## src/rtl/reg_bank_arbiter_pkg.sv

```systemverilog
// Shared types and the JK-style update function for reg_bank_arbiter.
// apply_op works on a DATA_W_MAX-bit word; callers zero-extend and truncate (DATA_W <= 64).
package reg_bank_arbiter_pkg;

  localparam int DATA_W_MAX = 64;

  typedef enum logic [1:0] {
    OP_LOAD   = 2'b00,
    OP_SET    = 2'b01,
    OP_CLEAR  = 2'b10,
    OP_TOGGLE = 2'b11
  } op_t;

  typedef enum logic [1:0] {
    ST_IDLE,
    ST_CAPTURE,
    ST_APPLY
  } state_t;

  function automatic logic [DATA_W_MAX-1:0] apply_op(
    input op_t                   op,
    input logic [DATA_W_MAX-1:0] old_val,
    input logic [DATA_W_MAX-1:0] d
  );
    apply_op = d;
    case (op)
      OP_LOAD:   apply_op = d;
      OP_SET:    apply_op = old_val | d;
      OP_CLEAR:  apply_op = old_val & ~d;
      OP_TOGGLE: apply_op = old_val ^ d;
      default:   apply_op = d;
    endcase
  endfunction

endpackage

```

## src/rtl/reg_bank_arbiter_rr_pick.sv

```systemverilog
// Combinational round-robin selector: first valid requester at or after ptr, wrapping.
module rr_pick #(
  parameter int NUM_REQ = 4,
  parameter int IDX_W   = $clog2(NUM_REQ)
) (
  input  logic [NUM_REQ-1:0] valid,
  input  logic [IDX_W-1:0]   ptr,
  output logic [IDX_W-1:0]   winner,
  output logic               any_valid
);

  // Walk offsets from farthest to nearest so the nearest valid requester is assigned last.
  always_comb begin
    winner    = '0;
    any_valid = |valid;
    for (int off = NUM_REQ - 1; off >= 0; off--) begin
      for (int j = 0; j < NUM_REQ; j++) begin
        if (valid[j] && (j == ((int'(ptr) + off) % NUM_REQ))) begin
          winner = IDX_W'(j);
        end
      end
    end
  end

endmodule

```

## src/rtl/reg_bank_arbiter.sv

```systemverilog
// Round-robin arbiter that serialises requester operations onto a shared register bank.
// Optional err output enabled by defining REG_BANK_ARBITER_ERR_EN.
module reg_bank_arbiter #(
  parameter  int NUM_REQ  = 4,
  parameter  int NUM_REGS = 4,
  parameter  int DATA_W   = 32,
  parameter  int ADDR_W   = 2,
  localparam int GRANT_W  = $clog2(NUM_REQ)
) (
  input  logic                         clk,
  input  logic                         reset,
  input  logic [NUM_REQ-1:0]           req_valid,
  output logic [NUM_REQ-1:0]           req_ready,
  input  logic [NUM_REQ*2-1:0]         req_op,
  input  logic [NUM_REQ*ADDR_W-1:0]    req_addr,
  input  logic [NUM_REQ*DATA_W-1:0]    req_data,
  output logic [NUM_REGS*DATA_W-1:0]   reg_q,
  output logic [GRANT_W-1:0]           grant_id,
  output logic                         busy,
`ifdef REG_BANK_ARBITER_ERR_EN
  output logic                         done,
  output logic                         err
`else
  output logic                         done
`endif
);

  import reg_bank_arbiter_pkg::*;

  state_t              state, state_nxt;
  logic [GRANT_W-1:0]  ptr;
  logic [GRANT_W-1:0]  pick;
  logic                any_valid;
  op_t                 hold_op;
  logic [ADDR_W-1:0]   hold_addr;
  logic [DATA_W-1:0]   hold_data;
  logic [DATA_W-1:0]   bank [NUM_REGS];
  logic                sel_valid;
  logic [1:0]          sel_op;
  logic [ADDR_W-1:0]   sel_addr;
  logic [DATA_W-1:0]   sel_data;
  logic                in_range;
  logic [DATA_W-1:0]   old_val;
  logic [DATA_W-1:0]   new_val;

  rr_pick #(
    .NUM_REQ (NUM_REQ),
    .IDX_W   (GRANT_W)
  ) u_pick (
    .valid     (req_valid),
    .ptr       (ptr),
    .winner    (pick),
    .any_valid (any_valid)
  );

  // Mux the granted requester's fields using constant slices only.
  always_comb begin
    sel_valid = 1'b0;
    sel_op    = '0;
    sel_addr  = '0;
    sel_data  = '0;
    for (int i = 0; i < NUM_REQ; i++) begin
      if (grant_id == GRANT_W'(i)) begin
        sel_valid = req_valid[i];
        sel_op    = req_op[2*i +: 2];
        sel_addr  = req_addr[ADDR_W*i +: ADDR_W];
        sel_data  = req_data[DATA_W*i +: DATA_W];
      end
    end
  end

  assign in_range = (32'(hold_addr) < NUM_REGS);

  always_comb begin
    old_val = '0;
    for (int k = 0; k < NUM_REGS; k++) begin
      if (hold_addr == ADDR_W'(k)) old_val = bank[k];
    end
  end

  assign new_val = DATA_W'(apply_op(hold_op, DATA_W_MAX'(old_val), DATA_W_MAX'(hold_data)));

  always_ff @(posedge clk or posedge reset) begin
    if (reset) state <= ST_IDLE;
    else       state <= state_nxt;
  end

  always_comb begin
    state_nxt = state;
    req_ready = '0;
    case (state)
      ST_IDLE:    if (any_valid) state_nxt = ST_CAPTURE;
      ST_CAPTURE: begin
        for (int i = 0; i < NUM_REQ; i++) begin
          if (grant_id == GRANT_W'(i)) req_ready[i] = 1'b1;
        end
        state_nxt = sel_valid ? ST_APPLY : ST_IDLE;
      end
      ST_APPLY:   state_nxt = ST_IDLE;
      default:    state_nxt = ST_IDLE;
    endcase
  end

  assign busy = (state != ST_IDLE);

  // A dropped CAPTURE leaves ptr alone so the same requester keeps priority.
  always_ff @(posedge clk or posedge reset) begin
    if (reset) begin
      grant_id  <= '0;
      ptr       <= '0;
      hold_op   <= OP_LOAD;
      hold_addr <= '0;
      hold_data <= '0;
      done      <= 1'b0;
      for (int k = 0; k < NUM_REGS; k++) bank[k] <= '0;
    end else begin
      done <= (state == ST_APPLY);
      case (state)
        ST_IDLE: if (any_valid) grant_id <= pick;
        ST_CAPTURE: begin
          if (sel_valid) begin
            hold_op   <= op_t'(sel_op);
            hold_addr <= sel_addr;
            hold_data <= sel_data;
          end
        end
        ST_APPLY: begin
          ptr <= (grant_id == GRANT_W'(NUM_REQ - 1)) ? '0 : grant_id + 1'b1;
          for (int k = 0; k < NUM_REGS; k++) begin
            if (in_range && (hold_addr == ADDR_W'(k))) bank[k] <= new_val;
          end
        end
        default: ;
      endcase
    end
  end

`ifdef REG_BANK_ARBITER_ERR_EN
  always_ff @(posedge clk or posedge reset) begin
    if (reset) err <= 1'b0;
    else       err <= ((state == ST_CAPTURE) && !sel_valid) || ((state == ST_APPLY) && !in_range);
  end
`endif

  for (genvar k = 0; k < NUM_REGS; k++) begin : g_q
    assign reg_q[k*DATA_W +: DATA_W] = bank[k];
  end

endmodule

```

## config.mk

```make
export PLATFORM = sky130hd
export DESIGN_NAME = reg_bank_arbiter
export DESIGN_NICKNAME = d
export VERILOG_FILES = /design/src/rtl/reg_bank_arbiter_pkg.sv /design/src/rtl/reg_bank_arbiter_rr_pick.sv /design/src/rtl/reg_bank_arbiter.sv
export SDC_FILE = /design/constraint.sdc
export NUM_CORES = 1
export LEC_CHECK = 0
export CAP_MARGIN = 20
export CORE_MARGIN = 1
export CORE_UTILIZATION = 49
export DETAILED_ROUTE_END_ITERATION = 8
export PLACE_DENSITY = 0.92
export SLEW_MARGIN = 20
export SYNTH_ARGS = -nofsm -noshare
export SYNTH_HDL_FRONTEND = slang
export SYNTH_SLANG_ARGS = --single-unit
```

## constraint.sdc

```tcl
create_clock -name clk -period 7.6 [get_ports clk]
set_clock_uncertainty 0.1 [all_clocks]
set_input_delay 1.9 -clock clk [delete_from_list [all_inputs] [get_ports clk]]
set_output_delay 1.9 -clock clk [all_outputs]
set_load 0.005 [all_outputs]
```

# After elaboration in Yosys (flattened, before gate mapping)
# Index checks and enable logic that the tools add are counted.
[word_totals] regBits=171 out_inout_bits=136
[op_classes] addsub=4 n_eq_ne=24 mux=45 bitwise=7 reduce_logical=33
[op_table] operator="32-bit 2-to-1 mux" count=8
[op_table] operator="32-bit case mux with 4 select lines" count=1
[op_table] operator="32-bit logical NOT" count=3
[op_table] operator="2-bit 2-to-1 mux" count=25
[op_table] operator="32-bit bitwise AND" count=1
[op_table] operator="32-bit inverter" count=1
[op_table] operator="32-bit OR" count=1
[op_table] operator="32-bit XOR" count=1
[op_table] operator="3-bit == test, first input constant" count=6
[op_table] operator="1-bit logical AND" count=15
[op_table] operator="2-bit == test, second input constant" count=7
[op_table] operator="2-bit AND reduction" count=6
[op_table] operator="2-bit by 3-bit == test with 1-bit output, first input constant" count=3
[op_table] operator="1-bit 2-to-1 mux" count=9
[op_table] operator="2-bit by 1-bit == test with 1-bit output, second input constant" count=4
[op_table] operator="2-bit logical NOT" count=4
[op_table] operator="2-bit OR reduction" count=3
[op_table] operator="2-bit by 1-bit adder with 2-bit output, second input constant" count=2
[op_table] operator="2-bit adder, second input constant" count=2
[op_table] operator="2-bit == test, first input constant" count=2
[op_table] operator="4-bit 2-to-1 mux" count=1
[op_table] operator="2-bit case mux with 2 select lines" count=1
[op_table] operator="4-bit OR reduction" count=1
[op_table] operator="1-bit bitwise AND, first input constant" count=3
[op_table] operator="3 further kinds" count=3

# Longest topological paths before layout
[logic_depth] word_depth=20 mapped_depth=8 ltp_nobuf=6

# Cells and area by module
# From an unflattened synthesis, not the netlist that was laid out.
[unflattened] cells_unflattened=1019 hier_area_um2=10202.3
[by_module_without_submodules] module="reg_bank_arbiter" n_inst=1 cells_per_inst=1007 area_per_inst_um2=10124.7 seq_area_each_um2=4279.1
[by_module_without_submodules] module="rr_pick" n_inst=1 cells_per_inst=12 area_per_inst_um2=77.6 seq_area_each_um2=0.0

# Least setup slack after synthesis
# No wires, ideal clock.
[synth_timing] path_kind="reg-to-output" start="register grant_id[1]" end="output req_ready[1]" arrival_time_ns=1.338 required_time_ns=5.600 path_slack_ns=4.262 stages_incl_launch_ff=6 path_cell_list="dfrtp_1 -> inv_1 -> ha_1 -> clkbuf_1 -> buf_2 -> and2_1"
[synth_between] elab_chain_cells=3
[synth_rtl] element="start: declaration" line_no="reg_bank_arbiter.sv:18" rtl="output logic [GRANT_W-1:0] grant_id,"
[synth_rtl] element="start signal: assignment" line_no="reg_bank_arbiter.sv:119" rtl="ST_IDLE: if (any_valid) grant_id <= pick;"
[synth_rtl] element="2-bit by 1-bit == test with 1-bit output" line_no="reg_bank_arbiter.sv:95" rtl="if (grant_id == GRANT_W'(i)) req_ready[i] = 1'b1;"
[synth_rtl] element="1-bit 2-to-1 mux" line_no="reg_bank_arbiter.sv:95"
[synth_rtl] element="4-bit 2-to-1 mux" line_no="reg_bank_arbiter.sv:91" rtl="case (state)"
[synth_rtl] element="end: declaration" line_no="reg_bank_arbiter.sv:13" rtl="output logic [NUM_REQ-1:0] req_ready,"
# Every way passes these cells.

# Worst setup path after layout
# Same ends and word-level chain as after synthesis.

==> impl_metrics.json <==
{
  "ys.flop_type": "dfrtp_1",
  "final_cell_mix": "285 x clkdlybuf4s50_1, 168 x a21oi_1, 167 x dfrtp_1",
  "crit_fanout": 41,
  "floorplan.rows": 52,
  "final_common_cell": "clkdlybuf4s50_1",
  "startpoint_type": "flip-flop",
  "holdWs_ns": 0.4085,
  "worstMarginPinSlew_ns": 1.099,
  "grt_max_degree": 113,
  "final_util_pct": 67.52,
  "overflow": 0,
  "r2r_setup_slack_ns": 4.65,
  "rsz0062_at_grt": "false",
  "core_um2": 20170,
  "synth_warnings": 0,
  "wl_per_cell_um": 19.56,
  "maxSlewHeadroom_pct": 26.73,
  "cts_hold_buf": 0,
  "p_leak_nw": 5.931,
  "cts_tree": "yes",
  "cp-end-kind": "output pin",
  "final-hold-violation-count": 0,
  "fillers": 1473,
  "synthArstFlopShare_pct": 100.0,
  "status": "finished clean",
  "yosysSeqAreaShare_pct": 42.53,
  "critPathTopFamily": "adder cells",
  "slew_violations": 0,
  "drcViolationCount": 0,
  "timing.fmax_mhz": 221.9,
  "die_area_um2": 21110,
  "cts_root_buf": "clkbuf_16",
  "drive_above_1_share_pct": 12.53,
  "ir_drop_mv": 0.2503,
  "crit_required_ns": 5.60,
  "cp_slowest_cell": "ha_2",
  "synth_top_family_by_area": "compound AO/OA/AOI/OAI gates",
  "port_buffers": 285,
  "syn_to_final_growth_pct": 35.37,
  "finalWorstSetupSlack_ns": 3.094,
  "cpPeakStageDelay_ns": 0.82,
  "syn_avg_cell_area_um2": 9.816,
  "place_ws_ns": 3.459,
  "maxCapViolations": 0,
  "finalCritPeriodShare_pct": 59.30,
  "period_needed_ns": 4.506,
  "die_y_um": 145.3,
  "max-clock-path-buffers": 2,
  "path_buf_inv": 2,
  "clock_sinks": 171,
  "yosys-top-cells-area": "dfrtp_1 43%, ha_1 8.5%, a21oi_1 8.4%",
  "path_cells": "inv_1 -> ha_2 -> and2_1 -> clkdlybuf4s50_1",
  "drt_iter0_drc": 580,
  "setup-tns-final_ns": 0,
  "dr_total_vias": 8981,
  "top_layer": "met4",
  "antenna_found_initial": 0,
  "synth-xor-area-share_pct": 0,
  "ys_types": 41,
  "ctsHtreeMaxLevel": 4,
  "synthesis.area_um2": 10060,
  "power.density_nw_per_um2": 462.3,
  "grt_usage_pct": 29.34,
  "drtPass1Iterations": 5,
  "finalSetupViolCount": 0,
  "yosys.area.top_type": "dfrtp_1",
  "final_nets": 1482,
  "die-width_um": 145.3,
  "syn_nets": 1243,
  "met3WireLength_mm": 2.374,
  "place_hpwl_mm": 20.67,
  "cts_setup_buffers": 0,
  "initial_utilization_pct": 49.88,
  "ys_ff_latch": 171,
  "synth-edff-count": 0,
  "cts.repair.resized": 0,
  "path_clk_slew_ns": 0.07,
  "yosysTopAreaCellShare_pct": 42.53,
  "arrival_ns": 2.51,
  "cts_buffers": 17,
  "insertion_delay_ns": 0.43,
  "hp-class": "flip-flop to flip-flop",
  "n_antenna_cell": 0,
  "postSynthCellCount": 1025,
  "synthAdderAreaFrac_pct": 8.457,
  "wl_met2_mm": 14.83,
  "synth_compound_area_share_pct": 20.21,
  "viasPerCell": 5.805,
  "synth.area.mux_share_pct": 10.74,
  "io_pins": 286,
  "grt_pass1_vias": 9159,
  "multiInputGateArea_um2": 5012,
  "grt_pass1_wl_mm": 48.36,
  "ant_nets": 0,
  "wl_met1_mm": 12.02,
  "path_class": "flip-flop to output pin",
  "regArea_um2": 4287,
  "gp_congestion": 0.8239,
  "routed_wl_mm": 30.26,
  "synth-simple-area-share_pct": 10.11
}
-- Yosys cell counts (2+ instances only) --
cell / instances
mux2_2: 32
a221oi_1: 35
nor2b_1: 4
nand2_1: 35
nand3_1: 2
mux4_2: 32
dfrtp_1: 171
nor3b_1: 2
buf_2: 33
or2_1: 2
or2_2: 35
nand2b_1: 3
inv_1: 105
buf_1: 4
buf_6: 6
nand3b_1: 2
and2_1: 4
o221ai_1: 2
clkbuf_1: 29
nor2_1: 130
o21ai_1: 29
a211oi_1: 32
ha_1: 68
o221a_1: 35
o21ai_0: 5
buf_4: 6
a21oi_1: 168
-- logic make-up after synthesis --
kind of cell	after synthesis
AOI/OAI and AO/OA	313
and+or+nand+nor	225
muxes	64
adders and majority gates	68
DFF	171
buffers and inverters	184
-- power breakdown --
group	internal [mW]	leakage, nW	switching [mW]
clock network	0.511	0.297	0.390
logic	1.83	3.57	1.69
registers	1.35	2.06	0.520
-- final timing paths --
kind                       depth (start not counted)       endpoint    startpoint
min reg2reg                                        2      reg_q[98]     reg_q[98]
min                                                2      reg_q[98]     reg_q[98]
min in group asynchronous                          2  hold_data[26]         reset
max reg2reg                                        7      reg_q[48]  hold_addr[0]
max                                                4   req_ready[1]   grant_id[1]
max in group asynchronous                          3      reg_q[96]         reset
-- flip-flops by register name, indices dropped and copies added (netlist names) --
signal / cells
done: 1
grant_id: 2
hold_addr: 2
hold_data: 32
hold_op: 2
ptr: 2
reg_q: 128
state: 2
-- area by class of cell --
class / count / area share, %
Multi-Input combinational cell: 670 / 36.80
Sequential cell: 171 / 31.47
Timing Repair Buffer: 298 / 21.84
Clock buffer: 19 / 3.326
Inverter: 106 / 2.977
Tap cell: 270 / 2.480
Clock inverter: 13 / 1.102
-- worst register-to-register path, cell delays in order (launching register included) --
cell and delay [ns]:
dfrtp_2 0.34, buf_4 0.60, mux4_2 0.69, inv_1 0.08
ha_1 0.23, mux2_2 0.26, a21oi_1 0.36, a21oi_1 0.14
-- through the flow --
stage | area [um2] | instances | power [mW]
2_1_floorplan | 10060 | 1025 | 3.918
3_3_place_gp | 12970 | 1513 | 5.108
3_5_place_dp | 12970 | 1513 | 5.339
4_1_cts | 13580 | 1545 | 6.284
5_1_grt | 13620 | 1547 | 6.762
6_report | 13620 | 1547 | 6.296
-- layer usage --
layer | vias to the layer above | global-route usage [%]
met1 | 4351 | 36.92
met3 | 75 | 6.352
li1 | 4090 | -
met2 | 465 | 48.58
met4 | 0 | 13.11
met5 | - | 0
No activity file was read; power rests on OpenSTA's default activity.
